## src/rtl/riesgos_pkg.sv

```systemverilog
// Shared types and constants for the hazard/forwarding controller: forwarding
// select encodings and the shadow pipeline-stage entry.
package riesgos_pkg;

  localparam int RIESGOS_AW  = 5;
  localparam int RIESGOS_NRD = 2;

  localparam logic [1:0] FWD_RF  = 2'b00;
  localparam logic [1:0] FWD_MEM = 2'b01;
  localparam logic [1:0] FWD_WB  = 2'b10;

  typedef struct packed {
    logic                                    valid;
    logic [RIESGOS_AW-1:0]                   rd;
    logic                                    regwrite;
    logic                                    memread;
    logic [RIESGOS_NRD-1:0][RIESGOS_AW-1:0]  rs;
    logic [RIESGOS_NRD-1:0]                  rs_used;
  } entrada_t;

  localparam entrada_t BURBUJA = '0;

endpackage

```

## src/rtl/unidad_riesgos_if.sv

```systemverilog
// Bundle between the datapath (master) and the hazard unit (slave): ID-stage
// metadata and branch outcome in, enables/flushes/forward selects out.
interface unidad_riesgos_if #(
  parameter int REG_AW = 5,
  parameter int NRD    = 2,
  parameter int CNT_W  = 16
);
  logic                    id_valid;
  logic [NRD*REG_AW-1:0]   id_rs;
  logic [NRD-1:0]          id_rs_used;
  logic [REG_AW-1:0]       id_rd;
  logic                    id_regwrite;
  logic                    id_memread;
  logic                    br_taken;

  logic                    pc_en;
  logic                    ifid_en;
  logic                    ifid_flush;
  logic                    idex_flush;
  logic                    exmem_flush;
  logic [2*NRD-1:0]        ex_fwd;
  logic [NRD-1:0]          id_bypass_wb;
  logic [CNT_W-1:0]        stall_cnt;
  logic [CNT_W-1:0]        flush_cnt;

  modport master (
    output id_valid, id_rs, id_rs_used, id_rd, id_regwrite, id_memread, br_taken,
    input  pc_en, ifid_en, ifid_flush, idex_flush, exmem_flush, ex_fwd,
           id_bypass_wb, stall_cnt, flush_cnt
  );

  modport slave (
    input  id_valid, id_rs, id_rs_used, id_rd, id_regwrite, id_memread, br_taken,
    output pc_en, ifid_en, ifid_flush, idex_flush, exmem_flush, ex_fwd,
           id_bypass_wb, stall_cnt, flush_cnt
  );
endinterface

```

## src/rtl/comparador_dep.sv

```systemverilog
// Flags whether one source operand reads the register written by one stage;
// register 0 and non-writing stages never produce a dependency.
module comparador_dep #(
  parameter int REG_AW = 5
) (
  input  logic [REG_AW-1:0] rs,
  input  logic              rs_used,
  input  logic              valid,
  input  logic              regwrite,
  input  logic [REG_AW-1:0] rd,
  output logic              dep
);

  always_comb begin
    dep = rs_used && valid && regwrite && (rd != '0) && (rd == rs);
  end

endmodule

```

## src/rtl/unidad_riesgos.sv

```systemverilog
// Hazard/forwarding controller for the 5-stage pipeline: tracks EX/MEM/WB
// register metadata and derives stalls, flushes, forward selects and WB bypass.
module unidad_riesgos
  import riesgos_pkg::*;
#(
  parameter int REG_AW = RIESGOS_AW,
  parameter int NRD    = RIESGOS_NRD,
  parameter int FWD_EN = 1,
  parameter int CNT_W  = 16
) (
  input  logic              clk,
  input  logic              rst,
  unidad_riesgos_if.slave   bus
);

  if (REG_AW != RIESGOS_AW || NRD != RIESGOS_NRD) begin : g_chk_dim
    $error("unidad_riesgos: REG_AW/NRD must match the riesgos_pkg entry layout");
  end

  function automatic logic [CNT_W-1:0] sat_inc(input logic [CNT_W-1:0] v);
    return (&v) ? v : v + {{(CNT_W-1){1'b0}}, 1'b1};
  endfunction

  entrada_t ex_q, ex_d;
  entrada_t mem_q, mem_d;
  entrada_t wb_q, wb_d;
  entrada_t id_ent;

  logic [CNT_W-1:0] stall_cnt_q, stall_cnt_d;
  logic [CNT_W-1:0] flush_cnt_q, flush_cnt_d;

  logic [NRD-1:0] dep_id_ex, dep_id_mem, dep_id_wb;
  logic [NRD-1:0] dep_ex_mem, dep_ex_wb;
  logic           hazard, stall, flush;
  logic           unused_wb;

  // The WB entry is only consulted for its destination register.
  assign unused_wb = ^{wb_q.memread, wb_q.rs, wb_q.rs_used};

  always_comb begin
    id_ent          = BURBUJA;
    id_ent.valid    = bus.id_valid;
    id_ent.rd       = bus.id_rd;
    id_ent.regwrite = bus.id_regwrite;
    id_ent.memread  = bus.id_memread;
    id_ent.rs_used  = bus.id_rs_used;
    for (int k = 0; k < NRD; k++) begin
      id_ent.rs[k] = bus.id_rs[k*REG_AW +: REG_AW];
    end
  end

  for (genvar k = 0; k < NRD; k++) begin : g_op
    comparador_dep #(.REG_AW(REG_AW)) u_id_ex (
      .rs(bus.id_rs[k*REG_AW +: REG_AW]), .rs_used(bus.id_rs_used[k]),
      .valid(ex_q.valid), .regwrite(ex_q.regwrite), .rd(ex_q.rd),
      .dep(dep_id_ex[k])
    );
    comparador_dep #(.REG_AW(REG_AW)) u_id_mem (
      .rs(bus.id_rs[k*REG_AW +: REG_AW]), .rs_used(bus.id_rs_used[k]),
      .valid(mem_q.valid), .regwrite(mem_q.regwrite), .rd(mem_q.rd),
      .dep(dep_id_mem[k])
    );
    comparador_dep #(.REG_AW(REG_AW)) u_id_wb (
      .rs(bus.id_rs[k*REG_AW +: REG_AW]), .rs_used(bus.id_rs_used[k]),
      .valid(wb_q.valid), .regwrite(wb_q.regwrite), .rd(wb_q.rd),
      .dep(dep_id_wb[k])
    );
    comparador_dep #(.REG_AW(REG_AW)) u_ex_mem (
      .rs(ex_q.rs[k]), .rs_used(ex_q.rs_used[k]),
      .valid(mem_q.valid), .regwrite(mem_q.regwrite), .rd(mem_q.rd),
      .dep(dep_ex_mem[k])
    );
    comparador_dep #(.REG_AW(REG_AW)) u_ex_wb (
      .rs(ex_q.rs[k]), .rs_used(ex_q.rs_used[k]),
      .valid(wb_q.valid), .regwrite(wb_q.regwrite), .rd(wb_q.rd),
      .dep(dep_ex_wb[k])
    );
  end

  // Flush beats stall; reset masks both so outputs take their idle values at once.
  always_comb begin
    flush = bus.br_taken & ~rst;
    if (FWD_EN != 0) begin
      hazard = (|dep_id_ex) & ex_q.memread;
    end else begin
      hazard = |(dep_id_ex | dep_id_mem);
    end
    stall = hazard & bus.id_valid & ~flush & ~rst;
  end

  always_comb begin
    bus.pc_en        = ~stall;
    bus.ifid_en      = ~stall;
    bus.ifid_flush   = flush;
    bus.idex_flush   = flush;
    bus.exmem_flush  = flush;
    bus.id_bypass_wb = dep_id_wb;
    bus.ex_fwd       = {NRD{FWD_RF}};
    if (FWD_EN != 0) begin
      for (int k = 0; k < NRD; k++) begin
        if (dep_ex_mem[k]) begin
          bus.ex_fwd[2*k +: 2] = FWD_MEM;
        end else if (dep_ex_wb[k]) begin
          bus.ex_fwd[2*k +: 2] = FWD_WB;
        end
      end
    end
    bus.stall_cnt = stall_cnt_q;
    bus.flush_cnt = flush_cnt_q;
  end

  always_comb begin
    wb_d        = mem_q;
    mem_d       = flush ? BURBUJA : ex_q;
    ex_d        = (stall || flush) ? BURBUJA : id_ent;
    stall_cnt_d = stall ? sat_inc(stall_cnt_q) : stall_cnt_q;
    flush_cnt_d = flush ? sat_inc(flush_cnt_q) : flush_cnt_q;
  end

  always_ff @(posedge clk or posedge rst) begin
    if (rst) begin
      ex_q        <= BURBUJA;
      mem_q       <= BURBUJA;
      wb_q        <= BURBUJA;
      stall_cnt_q <= '0;
      flush_cnt_q <= '0;
    end else begin
      ex_q        <= ex_d;
      mem_q       <= mem_d;
      wb_q        <= wb_d;
      stall_cnt_q <= stall_cnt_d;
      flush_cnt_q <= flush_cnt_d;
    end
  end

endmodule

```

## src/flat_wrapper.sv

```systemverilog
// flat-port wrapper written by rule: the top's interface ports become plain ports
module unidad_riesgos_flat import riesgos_pkg::*;
#(
  parameter int REG_AW = RIESGOS_AW,
  parameter int NRD    = RIESGOS_NRD,
  parameter int FWD_EN = 1,
  parameter int CNT_W  = 16
)
  (clk, rst, bus_id_valid, bus_id_rs, bus_id_rs_used, bus_id_rd, bus_id_regwrite, bus_id_memread, bus_br_taken, bus_pc_en, bus_ifid_en, bus_ifid_flush, bus_idex_flush, bus_exmem_flush, bus_ex_fwd, bus_id_bypass_wb, bus_stall_cnt, bus_flush_cnt);
  unidad_riesgos_if #(.REG_AW(REG_AW), .NRD(NRD), .CNT_W(CNT_W)) bus_i ();
  input  logic clk;
  input  logic rst;
  input wire logic [$bits(bus_i.id_valid)-1:0] bus_id_valid;
  input wire logic [$bits(bus_i.id_rs)-1:0] bus_id_rs;
  input wire logic [$bits(bus_i.id_rs_used)-1:0] bus_id_rs_used;
  input wire logic [$bits(bus_i.id_rd)-1:0] bus_id_rd;
  input wire logic [$bits(bus_i.id_regwrite)-1:0] bus_id_regwrite;
  input wire logic [$bits(bus_i.id_memread)-1:0] bus_id_memread;
  input wire logic [$bits(bus_i.br_taken)-1:0] bus_br_taken;
  output wire logic [$bits(bus_i.pc_en)-1:0] bus_pc_en;
  output wire logic [$bits(bus_i.ifid_en)-1:0] bus_ifid_en;
  output wire logic [$bits(bus_i.ifid_flush)-1:0] bus_ifid_flush;
  output wire logic [$bits(bus_i.idex_flush)-1:0] bus_idex_flush;
  output wire logic [$bits(bus_i.exmem_flush)-1:0] bus_exmem_flush;
  output wire logic [$bits(bus_i.ex_fwd)-1:0] bus_ex_fwd;
  output wire logic [$bits(bus_i.id_bypass_wb)-1:0] bus_id_bypass_wb;
  output wire logic [$bits(bus_i.stall_cnt)-1:0] bus_stall_cnt;
  output wire logic [$bits(bus_i.flush_cnt)-1:0] bus_flush_cnt;
  assign bus_i.id_valid = bus_id_valid;
  assign bus_i.id_rs = bus_id_rs;
  assign bus_i.id_rs_used = bus_id_rs_used;
  assign bus_i.id_rd = bus_id_rd;
  assign bus_i.id_regwrite = bus_id_regwrite;
  assign bus_i.id_memread = bus_id_memread;
  assign bus_i.br_taken = bus_br_taken;
  assign bus_pc_en = bus_i.pc_en;
  assign bus_ifid_en = bus_i.ifid_en;
  assign bus_ifid_flush = bus_i.ifid_flush;
  assign bus_idex_flush = bus_i.idex_flush;
  assign bus_exmem_flush = bus_i.exmem_flush;
  assign bus_ex_fwd = bus_i.ex_fwd;
  assign bus_id_bypass_wb = bus_i.id_bypass_wb;
  assign bus_stall_cnt = bus_i.stall_cnt;
  assign bus_flush_cnt = bus_i.flush_cnt;
  unidad_riesgos #(.REG_AW(REG_AW), .NRD(NRD), .FWD_EN(FWD_EN), .CNT_W(CNT_W)) u_core (.clk(clk), .rst(rst), .bus(bus_i));
endmodule
```

## config.mk

```make
export PLATFORM = sky130hd
export DESIGN_NAME = unidad_riesgos_flat
export DESIGN_NICKNAME = d
export VERILOG_FILES = /design/src/rtl/riesgos_pkg.sv /design/src/rtl/unidad_riesgos_if.sv /design/src/rtl/comparador_dep.sv /design/src/rtl/unidad_riesgos.sv /design/src/flat_wrapper.sv
export SDC_FILE = /design/constraint.sdc
export NUM_CORES = 1
export LEC_CHECK = 0
export ABC_AREA = 1
export CAP_MARGIN = 10
export CORE_ASPECT_RATIO = 1.75
export CORE_UTILIZATION = 55
export CTS_CLUSTER_SIZE = 28
export DETAILED_ROUTE_END_ITERATION = 7
export PLACE_DENSITY = 0.9
export REMOVE_ABC_BUFFERS = 1
export SETUP_SLACK_MARGIN = 0.1
export SLEW_MARGIN = 30
export SYNTH_ARGS = -nofsm -noshare
export SYNTH_HDL_FRONTEND = slang
export SYNTH_HIERARCHICAL = 1
export SYNTH_SLANG_ARGS = --single-unit
export TNS_END_PERCENT = 50
```

## constraint.sdc

```tcl
create_clock -name clk -period 3.74 [get_ports clk]
set_input_delay 0.374 -clock clk [delete_from_list [all_inputs] [get_ports clk]]
set_output_delay 0.374 -clock clk [all_outputs]
set_load 0.02 [all_outputs]
```

==> metrics.txt <==
# TYPE chip_impl_metric gauge
chip_impl_metric{name="crit_path_max_fanout",unit=""} 6
chip_impl_metric{name="post_route_cells_drive_above_1_share",unit=""} 0.06259
chip_impl_metric{name="cts-resized-gates",unit=""} 0
chip_impl_info{name="cp_most_frequent_cell",value="nand2_1"} 1
chip_impl_metric{name="synth_seq_area_share",unit=""} 0.3874
chip_impl_info{name="worst_r2r_startpoint",value="u_core/ex_q[14]"} 1
chip_impl_metric{name="final-setup-viol-count",unit=""} 0
chip_impl_metric{name="worst_pin_slew",unit="ns"} 0.8419
chip_impl_metric{name="critPathArrivalTime",unit="ns"} 2.28
chip_impl_metric{name="finalCritPeriodShare",unit=""} 0.7084
chip_impl_metric{name="netlist_area",unit="µm²"} 4263
chip_impl_metric{name="avgRoutedWirePerCell",unit="µm"} 13.07
chip_impl_info{name="slowest_stage",value="clkdlybuf4s50_1"} 1
chip_impl_metric{name="sequential_standard_cell_area",unit="µm²"} 1652
chip_impl_metric{name="max_clock_freq",unit="MHz"} 377.4
chip_impl_metric{name="power_leakage",unit="nW"} 2.792
chip_impl_metric{name="grtUsageTotal",unit=""} 0.2866
chip_impl_metric{name="1st_iter_drt_viols",unit=""} 302
chip_impl_metric{name="vias_in_the_first_global_route",unit=""} 3908
chip_impl_metric{name="combinationalPowerShare",unit=""} 0.164
chip_impl_metric{name="nFillCells",unit=""} 638
chip_impl_metric{name="cp_data_required_time",unit="ns"} 3.37
chip_impl_metric{name="place_ws",unit="ns"} 1.101
chip_impl_metric{name="drc_errors",unit=""} 0
chip_impl_info{name="ys_top_cells_by_count",value="nand2_1 (246), inv_1 (139), nor2_1 (94)"} 1
chip_impl_info{name="run_status",value="completed"} 1
chip_impl_info{name="end_point_of_the_most_critical_hold_path",value="u_core/wb_q[19]"} 1
chip_impl_metric{name="cts_buffers",unit=""} 9
chip_impl_metric{name="postSynthRegisterBits",unit=""} 66
chip_impl_info{name="holdCritStartpoint",value="u_core/mem_q[19]"} 1
chip_impl_metric{name="max-slew-margin-rel",unit=""} 0.4387
chip_impl_metric{name="flow.area_growth_from_synthesis",unit="%"} 23.83
chip_impl_metric{name="gp_congestion",unit=""} 0.8814
chip_impl_metric{name="design.die.area",unit="µm²"} 8121
chip_impl_metric{name="synth_async_sr_flop_share",unit=""} 1.000
chip_impl_metric{name="clock_power_share",unit=""} 0.434
chip_impl_metric{name="buffer_ports.inserted",unit=""} 65
chip_impl_metric{name="yosys.area.top_type_share",unit=""} 0.3874
chip_impl_metric{name="setup_total_negative_slack",unit="ns"} 0
chip_impl_metric{name="dieWidth",unit="µm"} 68.55
chip_impl_metric{name="drv_slew",unit=""} 0
chip_impl_metric{name="power.share.switching",unit=""} 0.2730
chip_impl_metric{name="clock_path_buffers",unit=""} 2
chip_impl_metric{name="drtPass1Iterations",unit=""} 8
chip_impl_metric{name="floorplan.initialDensity",unit=""} 0.5673
chip_impl_metric{name="num_antenna_cells",unit=""} 0
chip_impl_metric{name="yosysUniqueCellTypes",unit=""} 27
chip_impl_metric{name="hold_viol_final",unit=""} 0
chip_impl_metric{name="post-route-min-period",unit="ns"} 2.650
chip_impl_info{name="cts_root_cell",value="clkbuf_16"} 1
chip_impl_info{name="holdCritPathClass",value="flop to flop"} 1
chip_impl_metric{name="holdPathStages",unit=""} 0
chip_impl_metric{name="insertion_delay",unit="ns"} 0.33
chip_impl_metric{name="grt_pass1_wl",unit="µm"} 17280
chip_impl_metric{name="finalPower",unit="mW"} 2.073
chip_impl_info{name="synth_most_common_cell",value="nand2_1"} 1
chip_impl_info{name="startpoint_type",value="input port"} 1
chip_impl_metric{name="final_setup_skew",unit="ns"} 0.005255
chip_impl_metric{name="top_level_ports",unit=""} 66
chip_impl_metric{name="place.detailed.hpwl",unit="µm"} 7715
chip_impl_metric{name="grt_antenna_before_repair",unit=""} 0
chip_impl_metric{name="power_report.internal_total",unit="mW"} 1.507
chip_impl_info{name="timing.setup.critical_path_class",value="input port to output pin"} 1
chip_impl_info{name="setup.worst_path.end_class",value="output pin"} 1
chip_impl_metric{name="p_per_area",unit="nW/µm²"} 392.6
chip_impl_metric{name="detail_route_antenna_nets",unit=""} 0
chip_impl_metric{name="fp-row-count",unit=""} 42
chip_impl_metric{name="synth-warning-count",unit=""} 6
chip_impl_metric{name="clkSlewWorstSetupHoldPaths",unit="ns"} 0.05
chip_impl_metric{name="grt_start_max_net_pins",unit=""} 67
chip_impl_metric{name="die_extent_in_y",unit="µm"} 118.5
chip_impl_info{name="r2r_end",value="u_core/ex_q[19]"} 1
chip_impl_metric{name="numClockSinks",unit=""} 66
chip_impl_metric{name="routed_via_count",unit=""} 4207
chip_impl_metric{name="critical-path-max-stage-delay",unit="ns"} 0.57
chip_impl_metric{name="rr_worst_depth",unit=""} 9
chip_impl_metric{name="seq_power_share",unit=""} 0.402
chip_impl_metric{name="core-area",unit="µm²"} 7515
chip_impl_metric{name="p_switching",unit="µW"} 565.9
chip_impl_info{name="timing.critical_path.cells",value="clkdlybuf4s50_1 > inv_1 > nand2_1 > nand2_1 > nor2_1 > nand2_1 > nor2_1 > inv_1 > nand2_1 > nand3b_4 > clkdlybuf4s50_1"} 1
chip_impl_metric{name="timing.hold.ws",unit="ns"} 0.4024
chip_impl_metric{name="postSynthAreaPerCell",unit="µm²"} 6.439
chip_impl_metric{name="via_per_inst",unit=""} 5.112
chip_impl_info{name="cts_tree",value="done"} 1
chip_impl_metric{name="grt-ovfl-total",unit=""} 0
chip_impl_metric{name="setup_slack",unit="ns"} 1.090
chip_impl_metric{name="vdd_ir_drop_max",unit="µV"} 491.1
chip_impl_info{name="rsz0062_at_grt",value="false"} 1
chip_impl_metric{name="postRouteWirelength",unit="µm"} 10750
chip_impl_metric{name="clock_tree.htree_level_count",unit=""} 3
chip_impl_metric{name="number_of_hold_buffers_added_after_cts",unit=""} 0
chip_impl_metric{name="synth-edff-count",unit=""} 0
chip_impl_info{name="synth_top_area_cell",value="dfrtp_1"} 1
chip_impl_info{name="synth.top_cells.by_area",value="dfrtp_1 (39%), nand2_1 (22%), inv_1 (12%)"} 1
chip_impl_metric{name="reg2reg_setup_slack",unit="ns"} 1.68
chip_impl_metric{name="layout.nets",unit=""} 755
chip_impl_metric{name="max_cap_viol_count",unit=""} 0
chip_impl_metric{name="postSynthCellCount",unit=""} 662
chip_impl_metric{name="multi_input_area",unit="µm²"} 2002
chip_impl_info{name="startpoint",value="bus_id_rs[2]"} 1
chip_impl_metric{name="number_of_setup_buffers_added_after_cts",unit=""} 0
chip_impl_info{name="synth-main-ff-cell",value="dfrtp_1"} 1
worst max path at each step:
stage,end,cells past startpoint,slack [ns]
floorplan,u_core/bus.flush_cnt[2],6,0.78
global placement,bus_ifid_en,9,1.15
detailed placement,bus_pc_en,11,1.10
CTS,bus_pc_en,9,1.09
global route,bus_pc_en,11,0.96
finish,bus_pc_en,11,1.09
per-layer routing:
metal | track usage | part of all wire
met1 | 0.3048 | 0.36
met2 | 0.5098 | 0.56
met3 | 0.04247 | 0.048
met4 | 0.1549 | 0.039
met5 | 0 | 0
cell families (layout without fill, tap and decap cells):
family	Yosys count	count (layout)	synth area share
flops	66	66	0.3874
simple gates	401	401	0.3921
fa+ha+maj	2	2	0.005869
buf+inv	152	225	0.1435
xor+xnor	12	12	0.02465
compound gates	29	29	0.04638
flip-flops by register name, summed over array words and instances (netlist names):
register / cells
u_core/ex_q: 20
u_core/bus.flush_cnt: 16
u_core/bus.stall_cnt: 16
u_core/mem_q: 7
u_core/wb_q: 7
layout make-up:
class,instances,area share
flip-flops and latches,66,0.3129
repair buffers,66,0.1247
inverters,143,0.1017
well taps,88,0.02086
clock inverters,5,0.01470
clock buffers,11,0.04598
multi-input cells,444,0.3792
power by group through the flow:
stage	registers [mW]	clock network (mW)	logic, mW
2_1_floorplan	0.861	0	0.172
3_3_place_gp	0.841	0	0.323
3_5_place_dp	0.846	0	0.338
4_1_cts	0.834	0.917	0.340
5_1_grt	0.843	0.941	0.377
6_report	0.834	0.900	0.339
worst max-delay path, delay by kind of cell:
| kind | cells | cell delay [ns] |
|---|---|---|
| simple gates | 7 | 0.66 |
| buf+inv | 4 | 1.23 |
layout by cell type (no fill, tap or decap), types with 3 or more instances in the layout:
master,Yosys,final
nor2_1,94,93
a21oi_1,8,8
clkbuf_16,0,9
inv_1,139,138
nand2_4,3,3
nand4_1,19,19
nor2_2,3,4
nand3_1,27,27
nand2_1,246,246
inv_2,3,4
dfrtp_1,66,66
o21ai_0,7,7
xnor2_1,7,7
nor2_4,3,3
clkdlybuf4s50_1,0,65
xor2_1,5,5
o21ai_2,11,11
metrics by stage:
step	utilization	cells	instance area, µm²
final	0.7025	823	5279
after global routing	0.7025	823	5279
after CTS	0.7021	823	5276
after detailed placement	0.6595	807	4956
after global placement	0.6595	807	4956
after floorplan	-	653	4188
Power figures use the tool's default switching activity.
